## src/rtl/reorder_buffer.sv

```systemverilog
// Circular in-order reorder buffer: allocate at tail, mark done by index, retire from head.
// Pointers carry one extra wrap bit so full and empty are distinguishable without a counter.
module reorder_buffer #(
  parameter int ROB_SIZE      = 16,
  parameter int ROB_SIZE_LOG2 = 4,
  parameter int ISSUE_PORTS   = 2,
  parameter int PREG_W        = 6
) (
  input  logic                                 clk,
  input  logic                                 rst,
  input  logic                                 alloc_valid,
  input  logic [4:0]                           alloc_ard,
  input  logic [PREG_W-1:0]                    alloc_prd,
  input  logic [PREG_W-1:0]                    alloc_old_prd,
  input  logic                                 alloc_has_dest,
  output logic                                 alloc_ready,
  output logic [ROB_SIZE_LOG2-1:0]             rob_index,
  input  logic [ISSUE_PORTS-1:0]               cmpl_valid,
  input  logic [ISSUE_PORTS*ROB_SIZE_LOG2-1:0] cmpl_index,
  output logic                                 commit_valid,
  input  logic                                 commit_ready,
  output logic [4:0]                           commit_ard,
  output logic [PREG_W-1:0]                    commit_prd,
  output logic [PREG_W-1:0]                    commit_old_prd,
  output logic                                 commit_has_dest,
  output logic [ROB_SIZE_LOG2:0]               count
);

  localparam int L = ROB_SIZE_LOG2;
  localparam logic [L:0] PTR_ONE = (L+1)'(1);

  logic [L:0]          head, tail;
  logic [ROB_SIZE-1:0] valid_q, done_q;
  logic [4:0]          ard_q     [ROB_SIZE];
  logic [PREG_W-1:0]   prd_q     [ROB_SIZE];
  logic [PREG_W-1:0]   old_prd_q [ROB_SIZE];
  logic [ROB_SIZE-1:0] has_dest_q;

  logic [L-1:0] head_idx, tail_idx;
  logic         full, alloc_fire, commit_fire;

  // Handshakes: a transfer happens on a rising edge where valid && ready are both high;
  // valid and the payload stay stable while ready is low, ready never depends on valid.
  assign head_idx    = head[L-1:0];
  assign tail_idx    = tail[L-1:0];
  assign full        = (head_idx == tail_idx) && (head[L] != tail[L]);
  assign count       = tail - head;
  assign alloc_ready = !full;
  assign rob_index   = tail_idx;
  assign alloc_fire  = alloc_valid && alloc_ready;

  assign commit_valid    = valid_q[head_idx] && done_q[head_idx];
  assign commit_ard      = ard_q[head_idx];
  assign commit_prd      = prd_q[head_idx];
  assign commit_old_prd  = old_prd_q[head_idx];
  assign commit_has_dest = has_dest_q[head_idx];
  assign commit_fire     = commit_valid && commit_ready;

  always_ff @(posedge clk) begin
    if (rst) begin
      head       <= '0;
      tail       <= '0;
      valid_q    <= '0;
      done_q     <= '0;
      has_dest_q <= '0;
      for (int i = 0; i < ROB_SIZE; i++) begin
        ard_q[i]     <= '0;
        prd_q[i]     <= '0;
        old_prd_q[i] <= '0;
      end
    end else begin
      // Completions only mark live entries; stale or early indices are dropped.
      for (int p = 0; p < ISSUE_PORTS; p++) begin
        if (cmpl_valid[p] && valid_q[cmpl_index[p*L +: L]])
          done_q[cmpl_index[p*L +: L]] <= 1'b1;
      end
      if (alloc_fire) begin
        valid_q[tail_idx]    <= 1'b1;
        done_q[tail_idx]     <= 1'b0;
        ard_q[tail_idx]      <= alloc_ard;
        prd_q[tail_idx]      <= alloc_prd;
        old_prd_q[tail_idx]  <= alloc_old_prd;
        has_dest_q[tail_idx] <= alloc_has_dest;
        tail                 <= tail + PTR_ONE;
      end
      if (commit_fire) begin
        valid_q[head_idx] <= 1'b0;
        done_q[head_idx]  <= 1'b0;
        head              <= head + PTR_ONE;
      end
    end
  end

endmodule

```

## config.mk

```make
export PLATFORM = sky130hd
export DESIGN_NAME = reorder_buffer
export DESIGN_NICKNAME = d
export VERILOG_FILES = /design/src/rtl/reorder_buffer.sv
export SDC_FILE = /design/constraint.sdc
export NUM_CORES = 1
export LEC_CHECK = 0
export BUFFER_PORTS_ARGS = -buffer_cell sky130_fd_sc_hd__clkbuf_2
export CELL_PAD_IN_SITES_DETAIL_PLACEMENT = 0
export CELL_PAD_IN_SITES_GLOBAL_PLACEMENT = 1
export CORE_MARGIN = 2
export CORE_UTILIZATION = 52
export DETAILED_ROUTE_END_ITERATION = 12
export GPL_ROUTABILITY_DRIVEN = 0
export GPL_TIMING_DRIVEN = 0
export PLACE_DENSITY = 0.75
export SKIP_CTS_REPAIR_TIMING = 1
export SLEW_MARGIN = 20
export SYNTH_ARGS = -nofsm -noshare
export SYNTH_HDL_FRONTEND = slang
export SYNTH_SLANG_ARGS = --single-unit
```

## constraint.sdc

```tcl
create_clock -name clk -period 3.5 [get_ports clk]
set_input_delay 0.7 -clock clk [delete_from_list [all_inputs] [get_ports clk]]
set_output_delay 0.7 -clock clk [all_outputs]
set_load 0.02 [all_outputs]
```

==> results.ini <==
[status]
outcome = finished with violations
violations = negative setup slack

[routing]
vias = 9560
drt_pre_antenna_iters = 5
drtAntennaViolNets = 0
drt-total-wl_um = 41930
drc_errors = 0
initialDrtViolationCount = 1142
wl_per_cell_um = 26.29
routed_via_density = 5.994

[placed_design]
dp_hpwl_um = 28100
numPortBuffers = 55
postPlaceCellArea_um2 = 16320
numPlacedInstances = 1516

[setup_path]
required_ps = 3890
cp_slowest_cell = nor2_1
cp_cell_sequence = inv_1 > ha_1 > and4_1 > nand2_1 > buf_2 > nand3_1 > nor2_1 > clkbuf_1 > and2_1
crit_path_max_fanout = 10
critPathBufInv = 3
startpoint_type = register
crit_type = reg2reg
slowest_delay_ps = 710
crit_path_end_kind = register
crit_family = simple AND/OR/NAND/NOR gates
worstPathArrival_ps = 3920

[logic_synthesis]
synth_nets = 1116
yosysTopAreaCellShare_pct = 52.50
yosys.area.top_type = edfxtp_1
synth-simple-area-share_pct = 15.47
synth_cell_types = 48
synth-xor-area-share_pct = 0.4504
synthesis.instances = 1071
synthArstFlopShare_pct = 0
postSynthAreaPerCell_um2 = 14.53
ys.flop_type = edfxtp_1
muxShareOfSynthArea_pct = 15.11
netlist_top_cells_area = edfxtp_1, mux4_2, and2_1
netlist_area_um2 = 15560
synthAdderAreaFrac_pct = 1.094
synth_edf_count = 272
synth_top_family_by_area = simple AND/OR/NAND/NOR gates
ys_warn_count = 0
synth_compound_area_share_pct = 4.480
synth_seq_area_share_pct = 60.48
ys_ff_latch = 334

[sta]
slew_headroom_pct = 41.66
worst_slew_pin_slew_ps = 871.9
drv_slew = 0
post-route-period-util_pct = 100.9
grt_setup_unrepaired = yes
finalCriticalPeriod_ps = 3533
clock.fmax_mhz = 283.1
hold_viol = 0
setup_viol = 10
skew_ps = 17.91
worst_slack_ps = -32.77

[finish]
layout_commonest_cell = and2_1
finalInstanceArea_um2 = 17840
syn_to_final_growth_pct = 14.69
num_antenna_cells = 0
nets = 1224
fin_cells = 1595
multi_input_area_um2 = 5718
fillers = 2332
seqCellArea_um2 = 9410
fin_util_pct = 60.36
mostFrequentLayoutCells = and2_1, edfxtp_1, mux4_2
final_layout_size_suffix_gt1_share_pct = 24.07

[die]
die-area_um2 = 31320
die_height_um = 177.0
die_w_um = 177.0
row_count = 63
pin_count = 61
core_area_um2 = 29560
initial_utilization_pct = 52.63

[hold_path]
holdCritPathClass = reg2reg

[clock_network]
clk_pin_slew_ps = 60
clk_latency_ps = 520
cts_tree = built
htree_levels = 2
cts_made_buffers = 37
cts_buffer_depth = 3
cts.sinks = 334
root_buffer = clkbuf_16

[power_and_ir_drop]
p_per_area_nw_per_um2 = 494.2
p_leak_nw = 6.449
power_mw = 8.819
vdd_ir_drop_max_mv = 0.4218

[job]
cap_violations = 0

[global_route]
track_usage_pct = 27.55
grt_pass1_vias = 9349
grt_pass1_wl_um = 61940
grt_antenna_before_repair = 2
grt_max_degree = 19
grt.overflow.total = 0

report_power, final:
part | internal (mW) | leakage, nW | switching, mW | total [mW]
Clock | 2.25 | 0.585 | 1.57 | 3.82
Sequential | 4.43 | 3.32 | 0.0420 | 4.47
Combinational | 0.184 | 2.54 | 0.346 | 0.530
Total | 6.86 | 6.45 | 1.96 | 8.82
kinds of logic (layout without fill, tap and decap cells):
family	Yosys count	count (layout)
flip-flops	334	334
AND/OR/NAND/NOR	407	407
XOR/XNOR	8	8
multiplexers	107	107
buffers and inverters	110	244
adder cells (fa/ha/maj)	13	13
AO/OA/AOI/OAI	92	92
through the flow:
stage	hold slack, ps	TNS (ps)	setup slack (ps)
global placement	457.3	-79470	-500.3
global route	494.7	-19460	-265.0
finish	479.4	-137.4	-32.77
detailed placement	462.2	-84050	-512.7
CTS	476.4	-102660	-545.2
floorplan	443.5	0	623.2
cell type report:
cell class              count  share of cell area, %
well taps                 390                  2.735
plain buffers              77                  2.041
multi-input cells         627                  32.05
inverters                  28                 0.8835
clock inverters            17                 0.8064
flip-flops and latches    334                  52.74
clock buffers              48                  5.848
repair buffers             74                  2.903
Yosys cell counts (2+ instances only):
| cell type | count |
|---|---|
| and2_1 | 283 |
| edfxtp_1 | 272 |
| mux4_2 | 102 |
| dfxtp_1 | 62 |
| clkbuf_1 | 55 |
| nor2_1 | 43 |
| a21oi_1 | 37 |
| inv_1 | 22 |
| a221oi_1 | 16 |
| a22o_1 | 16 |
| nor3_1 | 16 |
| nand2_1 | 14 |
| ha_1 | 12 |
| nor3b_1 | 12 |
| buf_2 | 11 |
| and3_1 | 10 |
| nand3_1 | 10 |
| a311oi_1 | 8 |
| buf_1 | 8 |
| buf_4 | 7 |
| and3b_1 | 5 |
| nand2b_1 | 5 |
| xnor2_1 | 5 |
| inv_2 | 4 |
| xor2_1 | 3 |
| a211o_1 | 2 |
| a21o_1 | 2 |
| and2_0 | 2 |
| clkinv_1 | 2 |
| mux2_1 | 2 |
| mux2i_1 | 2 |
| nor2b_1 | 2 |
| o2111ai_1 | 2 |
| o21ai_0 | 2 |
| or3_1 | 2 |
flip-flops by register name (all words and copies together), names as in the netlist, named ones only:
name,flops
valid_q,16
old_prd_q,96
ard_q,80
head,5
done_q,16
has_dest_q,16
prd_q,96
tail,5
worst paths after layout:
check                               from                              to  slack [ps]  cells past startpoint
min          has_dest_q[10]$_SDFFE_PP0P_     has_dest_q[10]$_SDFFE_PP0P_         480                      1
max                 head[2]$_SDFFE_PP0P_  old_prd_q[12][0]$_SDFFCE_PN0P_         -30                      9
min reg2reg  has_dest_q[10]$_SDFFE_PP0P_     has_dest_q[10]$_SDFFE_PP0P_         480                      1
max reg2reg         head[2]$_SDFFE_PP0P_  old_prd_q[12][0]$_SDFFCE_PN0P_         -30                      9
metal layers:
metal / vias to the layer above / routed length [um] / part of all wire (%) / global-route usage (%)
met2: 418 / 19160 / 46 / 41.18
li1: 4209 / - / - / -
met4: 0 / 730 / 1.7 / 5.234
met3: 54 / 3716 / 8.9 / 4.747
met5: - / 0 / 0 / 0
met1: 4879 / 18330 / 44 / 42.87
Power figures use the tool's default switching activity.
